[src/rtl/alu_sequencer.sv]
// -----------------------------------------------------------------------------
// alu_sequencer
//
// Multi-cycle instruction sequencer that sits between instruction fetch and
// the ALU / register file. It accepts one instruction at a time over a
// valid/ready handshake and decodes it into registered ALU controls. Single-
// cycle ops (ADD/SUB/AND/OR) complete in four cycles. Multi-cycle ops
// (MUL/DIV) issue an alu_start pulse and then wait for alu_done, bounded by
// MAX_WAIT cycles.
//
// Instruction layout (MSB first): opcode[3:0] | rd | rs | rt | unused.
// INSTR_W must be at least 4 + 3*REG_AW.
//
// Optional feature macro: ILLEGAL_TRAP_EN
//   defined     : an undefined opcode pulses `illegal` in its EXEC cycle and
//                 returns to IDLE without write-back.
//   not defined : an undefined opcode decodes as ADD, and `illegal` is tied to 0.
//
// Ports
//   clk          in   rising-edge clock
//   rst_n        in   asynchronous active-low reset
//   instr_valid  in   fetch presents an instruction
//   instr        in   instruction word [INSTR_W]
//   instr_ready  out  sequencer can accept (registered; low during reset)
//   op_select    out  ALU operation select [3]
//   sub          out  ALU subtract control
//   rd_addr      out  destination register [REG_AW]
//   rs_addr      out  source register A [REG_AW]
//   rt_addr      out  source register B [REG_AW]
//   alu_start    out  one-cycle start pulse for MUL/DIV
//   alu_done     in   multi-cycle ALU result ready (sampled only in WAIT_ALU)
//   reg_we       out  register-file write enable, one-cycle pulse
//   timeout      out  sticky WAIT_ALU overrun flag, cleared only by reset
//   illegal      out  undefined-opcode pulse (trap build only)
//   retired      out  completed write-back count [CNT_W], wraps
// -----------------------------------------------------------------------------
module alu_sequencer #(
  parameter int INSTR_W  = 16,
  parameter int REG_AW   = 4,
  parameter int CNT_W    = 16,
  parameter int MAX_WAIT = 32
) (
  input  logic               clk,
  input  logic               rst_n,
  input  logic               instr_valid,
  input  logic [INSTR_W-1:0] instr,
  output logic               instr_ready,
  output logic [2:0]         op_select,
  output logic               sub,
  output logic [REG_AW-1:0]  rd_addr,
  output logic [REG_AW-1:0]  rs_addr,
  output logic [REG_AW-1:0]  rt_addr,
  output logic               alu_start,
  input  logic               alu_done,
  output logic               reg_we,
  output logic               timeout,
  output logic               illegal,
  output logic [CNT_W-1:0]   retired
);

  // Wide enough to hold MAX_WAIT-1, and never zero width when MAX_WAIT == 1.
  localparam int WAIT_W = $clog2(MAX_WAIT + 1);

  typedef enum logic [2:0] {
    S_IDLE,
    S_DECODE,
    S_EXEC,
    S_WAIT_ALU,
    S_WB
  } state_t;

  typedef enum logic [3:0] {
    OPC_ADD = 4'b0000,
    OPC_SUB = 4'b0001,
    OPC_AND = 4'b0010,
    OPC_OR  = 4'b0011,
    OPC_MUL = 4'b0100,
    OPC_DIV = 4'b0101
  } opcode_t;

  state_t              state;
  state_t              next_state;
  logic [INSTR_W-1:0]  instr_q;
  logic                multi_q;
  logic [WAIT_W-1:0]   wait_cnt;
  logic                accept;
  logic                wait_expired;

  // Decoded view of the latched instruction.
  logic [3:0]          opcode;
  logic [2:0]          dec_op;
  logic                dec_sub;
  logic                dec_multi;
  logic                dec_illegal;

`ifdef ILLEGAL_TRAP_EN
  logic                illegal_q;
`endif

  assign opcode = instr_q[INSTR_W-1 -: 4];

  // instr_ready is only ever high in IDLE, but qualifying with the state keeps
  // the accept condition obviously correct.
  assign accept       = instr_valid && instr_ready && (state == S_IDLE);
  // The counter is cleared in EXEC and advances once per WAIT_ALU cycle, so it
  // holds MAX_WAIT-1 during WAIT_ALU cycle number MAX_WAIT.
  assign wait_expired = (wait_cnt == WAIT_W'(MAX_WAIT - 1));

  // ---------------------------------------------------------------------------
  // Opcode decode
  // ---------------------------------------------------------------------------
  always_comb begin
    // NOTE: every variable written in a combinational block gets a default
    // first; a path that leaves one unassigned infers a latch.
    dec_op      = 3'b000;
    dec_sub     = 1'b0;
    dec_multi   = 1'b0;
    dec_illegal = 1'b0;
    case (opcode)
      OPC_ADD: dec_op = 3'b000;
      OPC_SUB: begin
        dec_op  = 3'b001;
        dec_sub = 1'b1;
      end
      OPC_AND: dec_op = 3'b010;
      OPC_OR:  dec_op = 3'b011;
      OPC_MUL: begin
        dec_op    = 3'b100;
        dec_multi = 1'b1;
      end
      OPC_DIV: begin
        dec_op    = 3'b101;
        dec_multi = 1'b1;
      end
      // Undefined opcodes keep the ADD defaults; the trap build also flags them.
      default: dec_illegal = 1'b1;
    endcase
  end

  // ---------------------------------------------------------------------------
  // FSM: state register
  // ---------------------------------------------------------------------------
  always_ff @(posedge clk or negedge rst_n) begin
    // NOTE: sequential state uses non-blocking assignments so every register
    // samples pre-edge values regardless of statement order.
    if (!rst_n) begin
      state <= S_IDLE;
    end else begin
      state <= next_state;
    end
  end

  // ---------------------------------------------------------------------------
  // FSM: next state and Moore-style pulse outputs
  // ---------------------------------------------------------------------------
  always_comb begin
    next_state = state;
    alu_start  = 1'b0;
    reg_we     = 1'b0;
    case (state)
      S_IDLE: begin
        if (accept) next_state = S_DECODE;
      end
      S_DECODE: begin
        next_state = S_EXEC;
      end
      S_EXEC: begin
`ifdef ILLEGAL_TRAP_EN
        if (illegal_q) begin
          next_state = S_IDLE;
        end else
`endif
        if (multi_q) begin
          alu_start  = 1'b1;
          next_state = S_WAIT_ALU;
        end else begin
          next_state = S_WB;
        end
      end
      S_WAIT_ALU: begin
        // A result arriving in the last permitted cycle still wins over timeout.
        if (alu_done) begin
          next_state = S_WB;
        end else if (wait_expired) begin
          next_state = S_IDLE;
        end
      end
      S_WB: begin
        reg_we     = 1'b1;
        next_state = S_IDLE;
      end
      default: next_state = S_IDLE;
    endcase
  end

`ifdef ILLEGAL_TRAP_EN
  assign illegal = (state == S_EXEC) && illegal_q;
`else
  assign illegal = 1'b0;
`endif

  // ---------------------------------------------------------------------------
  // Instruction latch and registered ALU controls
  // ---------------------------------------------------------------------------
  always_ff @(posedge clk or negedge rst_n) begin
    if (!rst_n) begin
      instr_q   <= '0;
      multi_q   <= 1'b0;
      op_select <= 3'b000;
      sub       <= 1'b0;
      rd_addr   <= '0;
      rs_addr   <= '0;
      rt_addr   <= '0;
`ifdef ILLEGAL_TRAP_EN
      illegal_q <= 1'b0;
`endif
    end else begin
      if (accept) begin
        instr_q <= instr;
      end
      // Controls change only on DECODE exit and hold until the next DECODE.
      if (state == S_DECODE) begin
        op_select <= dec_op;
        sub       <= dec_sub;
        multi_q   <= dec_multi;
        rd_addr   <= instr_q[INSTR_W-5 -: REG_AW];
        rs_addr   <= instr_q[INSTR_W-5-REG_AW -: REG_AW];
        rt_addr   <= instr_q[INSTR_W-5-2*REG_AW -: REG_AW];
`ifdef ILLEGAL_TRAP_EN
        illegal_q <= dec_illegal;
`endif
      end
    end
  end

`ifndef ILLEGAL_TRAP_EN
  // Undefined opcodes simply complete as ADD in this build.
  logic unused_dec_illegal;
  assign unused_dec_illegal = dec_illegal;
`endif

  // ---------------------------------------------------------------------------
  // Handshake, wait counter, timeout and retired counter
  // ---------------------------------------------------------------------------
  always_ff @(posedge clk or negedge rst_n) begin
    if (!rst_n) begin
      instr_ready <= 1'b0;
      wait_cnt    <= '0;
      timeout     <= 1'b0;
      retired     <= '0;
    end else begin
      // Registered so that ready stays low through reset and rises one edge
      // after release, and is high exactly in IDLE cycles thereafter.
      instr_ready <= (next_state == S_IDLE);

      if (state == S_EXEC) begin
        wait_cnt <= '0;
      end else if (state == S_WAIT_ALU) begin
        wait_cnt <= wait_cnt + WAIT_W'(1);
      end

      if ((state == S_WAIT_ALU) && !alu_done && wait_expired) begin
        timeout <= 1'b1;
      end

      if (state == S_WB) begin
        retired <= retired + CNT_W'(1);
      end
    end
  end

endmodule

[config.mk]
export PLATFORM = sky130hd
export DESIGN_NAME = alu_sequencer
export DESIGN_NICKNAME = d
export VERILOG_FILES = /design/src/rtl/alu_sequencer.sv
export SDC_FILE = /design/constraint.sdc
export NUM_CORES = 1
export LEC_CHECK = 0
export ABC_AREA = 0
export BUFFER_PORTS_ARGS = -buffer_cell sky130_fd_sc_hd__clkbuf_2
export CAP_MARGIN = 20
export CORE_MARGIN = 1.5
export CORE_UTILIZATION = 50
export CTS_BUF_LIST = sky130_fd_sc_hd__clkbuf_4 sky130_fd_sc_hd__clkbuf_8
export DETAILED_ROUTE_END_ITERATION = 12
export GPL_TIMING_DRIVEN = 0
export HOLD_SLACK_MARGIN = 0.08
export PLACE_DENSITY = 0.75
export SKIP_LAST_GASP = 1
export SYNTH_ARGS = -nofsm -noshare
export SYNTH_HDL_FRONTEND = slang
export SYNTH_SLANG_ARGS = --single-unit
export TNS_END_PERCENT = 20
[constraint.sdc]
create_clock -name clk -period 3.48 [get_ports clk]
set_input_delay 0 -clock clk [delete_from_list [all_inputs] [get_ports clk]]
set_output_delay 0 -clock clk [all_outputs]
set_load 0.01 [all_outputs]
==> impl_results.md, run 1 <==
* Worst r2r path cells at 5
* Global route overflow at 0
* DRC at 0
* Global Route Usage Sum at 0.204
* CP Launch Type: register
* Multi-input combinational cell area at 961 sq um
* Comb power frac at 0.320
* GP Congestion at 0.776
* Post_cts resized at 0
* IO buf count at 55
* Yosys reg bits at 59
* CTS root buf: clkbuf_8
* CTS Sinks at 59
* I/O Pins at 57
* Ys flop type: dfrtp_1
* Cell variety after synth at 36
* First-pass GRT wire length at 8070 um
* Total CTS buffers at 9
* Die Wd at 73.8 um
* Clk_lat worst skew at 0.33 ns
* Pre-CTS WS at 1.57 ns
* Internal power at 1.77 mW
* Cell taking the most area after synthesis: dfrtp_1
* Outcome: complete, no violations
* Skew final at 0.00589 ns
* Filler Cell Count at 358
* Max clock buf depth at 2
* Clock power frac at 0.257
* Vias in the first global route at 1763
* Setup ws final at 1.59 ns
* Max IR drop VDD at 584 uV
* Worst reg-to-reg setup slack at 1.59 ns
* Worst path arrival time at 2.10 ns
* Sw frac at 0.311
* Slew @ Worst Pin at 0.791 ns
* Post-synthesis sequential area ratio at 0.589
* Top Usage Layer GRT: met2
* Max frequency at 0.529 GHz
* Wirelength per Cell at 13.7 um
* Share of power burned in registers at 0.423
* Hold WC Path Type: in2async
* Fin Setup TNS at 0 ns
* Max-capacitance violation count at 0
* Ys Warns at 0
* Min Tclk post-route at 1.89 ns
* GR Layer Usage met2 at 0.335
* TritonRoute pass-1 iters at 4
* Unrepaired setup endpoints after global routing: no
* Final nets at 304
* Average cell area after synthesis at 12.7 sq um
* FFs w/ async S/R, synth at 1.00
* Setup-failing EPs final at 0
* Area of the die at 0.00544 sq mm
* Fraction of layout cells with a size suffix above 1 at 0.392
* Die Y at 73.8 um
* Synth top area share at 0.589
* Clock slew seen by the registers of the worst setup and hold paths at 0.06 ns
* Synthesized instance count at 197
* Synthesized net count at 219
* H-tree Lvls at 3
* Core area at 0.00479 sq mm
* P_leak at 1.57 nW
* Initial DRC count at 158
* Crit Path Max Fanout at 10
* Kind of critical path: reg2reg
* Synth top area cells: dfrtp_1, mux2_2, xnor2_1
* Post-Syn Area at 0.00250 sq mm
* FP Rows at 25
* Fin. Hold Viols at 0
* Post-route ant nets at 0
* CP endpoint kind: register
* GR Util met3 at 0.0439
* Slew Limit Fails at 0
* CTS tree: built
* Fin cells at 353
* Final period utilization at 0.543
* Vias at 1763
* Dpl hpwl at 3140 um
* WP data required at 3.69 ns
* Met1 GRT Util at 0.246
* Total wire length at 4850 um
* Vias/cell at 4.99
* Placed cell count at 319
* EDFF count, synth at 0
* Synth-to-Final Area Change at 30.7%
* Largest net degree at the start of global routing at 60
* Starting density of the core at 0.523
* Final core utilization at 0.684
* P per Cell Area at 783 mW/mm^2
* Initial antenna violation count at 0
* Antenna Cells at 0
* Slew headroom at 0.472
* NetSw at 0.796 mW
* Register area at 0.00148 sq mm
==> worst max-delay path, cell delays in order (launching register included) <==
cell and delay, ns:
dfrtp_1 0.32, buf_2 0.24, nand2b_1 0.12, nor2_2 0.42
buf_2 0.31, mux2_2 0.36
==> state kept, by name (all words and copies together) (netlist names) <==
signal	flops
sub	1
rt_addr	4
rs_addr	4
wait_cnt	6
op_select	3
timeout	1
state	3
instr_ready	1
instr_q	16
retired	16
rd_addr	4
==> path summary, 6_finish.rpt <==
kind	from	to
worst max-delay path	state[0]	rd_addr[0]
min in group clk	instr[6]	instr_q[6]
worst max register to register	state[0]	rd_addr[0]
max in group asynchronous	rst_n	rd_addr[1]
worst min register to register	timeout	timeout
worst min-delay path	rst_n	rs_addr[1]
==> through the flow <==
stage	power, mW	hold WS, ns	instance area [sq um]
floorplan	1.64	-0.296	2500
global placement	1.87	0.232	2860
detailed placement	1.91	0.158	2870
CTS	2.59	0.345	3270
global route	2.73	0.398	3270
finish	2.56	0.308	3270
==> synth_stat cells, types with 3 or more instances <==
master / instances
and4_1: 3
buf_4: 4
nand4_1: 5
xnor2_1: 12
mux2_2: 30
a21oi_1: 3
and3_1: 5
dfrtp_1: 59
buf_2: 3
nor2_1: 7
inv_1: 5
o21ai_0: 11
nand2b_1: 3
nand3_1: 7
nand2_1: 15
==> power by group through the flow <==
stage | logic (mW) | clock network, mW | registers [mW]
after global placement | 0.787 | 0 | 1.08
after floorplan | 0.524 | 0 | 1.11
after CTS | 0.832 | 0.671 | 1.08
after detailed placement | 0.813 | 0 | 1.09
after global routing | 0.912 | 0.700 | 1.12
final | 0.821 | 0.659 | 1.08
==> repair_timing <==
| action | in CTS | in global routing |
|---|---|---|
| endpoints found under the hold margin | 80 | 0 |
| hold buffers | 19 | 0 |
| setup buffers | 0 | 0 |
==> layer usage <==
layer	share of wire	vias up
met5	0	-
li1	-	853
met2	0.51	30
met3	0.028	9
met4	0.023	0
met1	0.44	871
==> final cells by class <==
cell class / instances / area share
Sequential cell: 59 / 0.451
Multi-Input combinational cell: 125 / 0.294
Timing Repair Buffer: 74 / 0.143
Clock buffer: 14 / 0.0570
Tap cell: 67 / 0.0256
Buffer: 8 / 0.0149
Clock inverter: 1 / 0.00917
Inverter: 5 / 0.00573
==> logic make-up after synthesis <==
kind of cell / synth area share
multiplexers: 0.135
AND/OR/NAND/NOR: 0.130
other: 0.00150
XOR/XNOR: 0.0554
buffers and inverters: 0.0270
AO/OA/AOI/OAI: 0.0520
adder cells (fa/ha/maj): 0.00999
flip-flops: 0.589
==> cell usage in the layout, fill, tap and decap left out, drive strengths merged <==
cell type	netlist	layout
clkbuf	1	70
dfrtp	59	59
mux2	30	30
dlygate4sd3	0	19
nand2	15	15
xnor2	12	12
o21ai	11	11
nor2	8	8
nand3	7	7
buf	7	7
and3	6	6
inv	5	5
nand4	5	5
nand2b	3	3
a21oi	3	3
and4	3	3
xor2	3	3
o31ai	2	2
nand4b	2	2
ha	2	2
nor3b	2	2
o21a	1	1
o22ai	1	1
nor2b	1	1
or3	1	1
o41ai	1	1
nor3	1	1
a22o	1	1
nor4	1	1
a21o	1	1
a31oi	1	1
conb	1	1
bufinv	0	1
Note: power is estimated with default switching activity, not from simulation.
==> run 2, diff against run 1 <==
- ABC_AREA: 0 -> 1
- PLACE_DENSITY: 0.75 -> 0.74
- clock period: 3.48 -> 1.9 ns (I/O delays scaled with it)
==> impl_results.md, run 2 <==
* Most common cell after layout, fill and taps aside: nand2_1
* Vias/cell at 4.71
* CP endpoint kind: output pin
* Crit-path max cell delay at 0.49 ns
* Top-count cell post-synth: nand2_1
* Sw frac at 0.343
* P per Cell Area at 1290 mW/mm^2
* Worst hold start: instr_valid
* Postcts setup bufs at 0
* Wirelength per Cell at 11.9 um
* Synth-to-Final Area Change at 28.6%
* Setup ws final at 0.373 ns
* Top post-synthesis cells by count: nand2_1, dfrtp_1, inv_1
* Hold WC Path Type: in2reg
* Global Route Usage Sum at 0.215
* Largest net degree at the start of global routing at 60
* Average cell area after synthesis at 8.74 sq um
* Clock power frac at 0.277
* Initial antenna violation count at 0
* Fin cells at 464
* Post-Syn Area at 0.00267 sq mm
* H-tree Lvls at 3
* Max frequency at 0.655 GHz
* Launch point of the worst path: state[2]
* CP Launch Type: register
* Cell taking the most area after synthesis: dfrtp_1
* Fraction of layout cells with a size suffix above 1 at 0.236
* Synthesized net count at 327
* Filler Cell Count at 425
* Crit path cell chain: nor2_4 > inv_2 > nor2_4 > nand2_1 > inv_1 > clkbuf_2
* Synth top area cells: dfrtp_1, nand2_1, inv_1
* Clk_lat worst skew at 0.33 ns
* Worst path arrival time at 1.53 ns
* Area of the die at 0.00578 sq mm
* Comb power frac at 0.283
* Total CTS buffers at 9
* Vias at 2184
* Unrepaired setup endpoints after global routing: no
* Final period utilization at 0.804
* Core area at 0.00514 sq mm
* Post-route ant nets at 0
* Crit Path Max Fanout at 6
* DRC at 0
* P_leak at 1.90 nW
* Post-synthesis sequential area ratio at 0.554
* Synth top area share at 0.554
* Worst r2r src: retired[1]
* Starting density of the core at 0.519
* Setup-failing EPs final at 0
* Kind of critical path: reg2out
* Slew @ Worst Pin at 0.790 ns
* IO buf count at 55
* NetSw at 1.52 mW
* FFs w/ async S/R, synth at 1.00
* Minimum hold slack at 0.132 ns
* Global route overflow at 0
* Slew Limit Fails at 0
* Internal power at 2.91 mW
* Die Y at 76.0 um
* Initial DRC count at 146
* Pre-CTS WS at 0.407 ns
* TritonRoute pass-1 iters at 4
* Ys Warns at 0
* Skew final at 0.00826 ns
* CTS tree: built
* Cell variety after synth at 29
* Most frequent cells in the layout: nand2_1, dfrtp_1, clkbuf_2
* Clock slew seen by the registers of the worst setup and hold paths at 0.06 ns
* Regs by FF count: instr_q: 16 flops, retired: 16 flops, wait_cnt: 6 flops
* First-pass GRT wire length at 9650 um
* Final nets at 411
* Vias in the first global route at 2119
* CP max stage cell: dfrtp_1
* EDFF count, synth at 0
* CTS Sinks at 59
* Worst Path Buf+Inv at 3
* FP Rows at 26
* Outcome: complete, no violations
* WP data required at 1.90 ns
* Ys flop type: dfrtp_1
* CTS root buf: clkbuf_8
* Fin. Hold Viols at 0
* Synthesized instance count at 305
* Slew headroom at 0.473
* Max clock buf depth at 2
* Yosys reg bits at 59
* Fin Setup TNS at 0 ns
* Dpl hpwl at 3570 um
* Max-capacitance violation count at 0
* GP Congestion at 0.847
* Placed cell count at 430
* I/O Pins at 57
* Cell family with most CP delay: flip-flops
* Share of power burned in registers at 0.439
* CP dominant cell by count: nor2_4
* Min Tclk post-route at 1.53 ns
* Antenna Cells at 0
* Die Wd at 76.0 um
* Max IR drop VDD at 1040 uV
* Total wire length at 5510 um
run 2: cell type report:
class,instances,area [sq um],share of cell area
Clock inverter,1,30.0,0.00876
Tap cell,70,87.6,0.0255
Inverter,41,154,0.0449
Clock buffer,15,188,0.0547
Multi-Input combinational cell,198,980,0.286
Sequential cell,59,1480,0.431
Buffer,7,56.3,0.0164
Timing Repair Buffer,73,458,0.134
run 2: worst register-to-register path: stages, from the launching register on:
cell,delay (ns)
dfrtp_1,0.42
ha_1,0.19
nand3_1,0.12
inv_1,0.08
nand2_1,0.06
nor2_1,0.27
nand2_1,0.11
xnor2_1,0.13
run 2: per-stage QoR:
| step | utilization | total power [mW] | area [sq um] |
|---|---|---|---|
| final | 0.667 | 4.43 | 3430 |
| after global routing | 0.667 | 4.73 | 3430 |
| after CTS | 0.667 | 4.47 | 3430 |
| after detailed placement | 0.590 | 3.19 | 3030 |
| after global placement | 0.589 | 3.13 | 3030 |
| after floorplan | - | 2.74 | 2670 |
run 2: logic make-up (layout without fill, tap and decap cells):
| group | Yosys count | count (layout) | share of synthesized area |
|---|---|---|---|
| simple gates | 156 | 156 | 0.262 |
| flops | 59 | 59 | 0.554 |
| buf+inv | 48 | 137 | 0.0788 |
| compound gates | 27 | 27 | 0.0554 |
| xor+xnor | 12 | 12 | 0.0394 |
| fa+ha+maj | 2 | 2 | 0.00938 |
| other cells | 1 | 1 | 0.00141 |
run 2: final timing paths:
| path | to | slack (ns) | cells past startpoint |
|---|---|---|---|
| worst max-delay path | alu_start | 0.37 | 6 |
| worst min-delay path | instr_q[14] | 0.13 | 4 |
| worst max register to register | retired[12] | 0.41 | 7 |
| worst min register to register | rt_addr[1] | 0.47 | 2 |
| max in group asynchronous | instr_q[9] | 1.07 | 2 |
| min in group asynchronous | retired[2] | 0.31 | 2 |
run 2: power by group through the flow:
stage | sequential, mW | clock, mW | combinational (mW)
detailed placement | 1.96 | 0 | 1.23
global route | 1.99 | 1.31 | 1.43
global placement | 1.94 | 0 | 1.19
CTS | 1.94 | 1.25 | 1.27
finish | 1.94 | 1.23 | 1.25
floorplan | 1.98 | 0 | 0.760
run 2: layer usage:
metal	vias up	global-route usage	part of all wire	wire length, um
met5	-	0	0	0
met3	7	0.0491	0.033	182
met4	0	0.0889	0.013	74
met2	51	0.383	0.51	2820
met1	1014	0.249	0.44	2440
li1	1112	-	-	-
run 2: repair_timing:
| action | in CTS | in global routing |
|---|---|---|
| endpoints found under the hold margin | 79 | 0 |
| hold buffers | 18 | 0 |
| gates resized for setup | 0 | 0 |
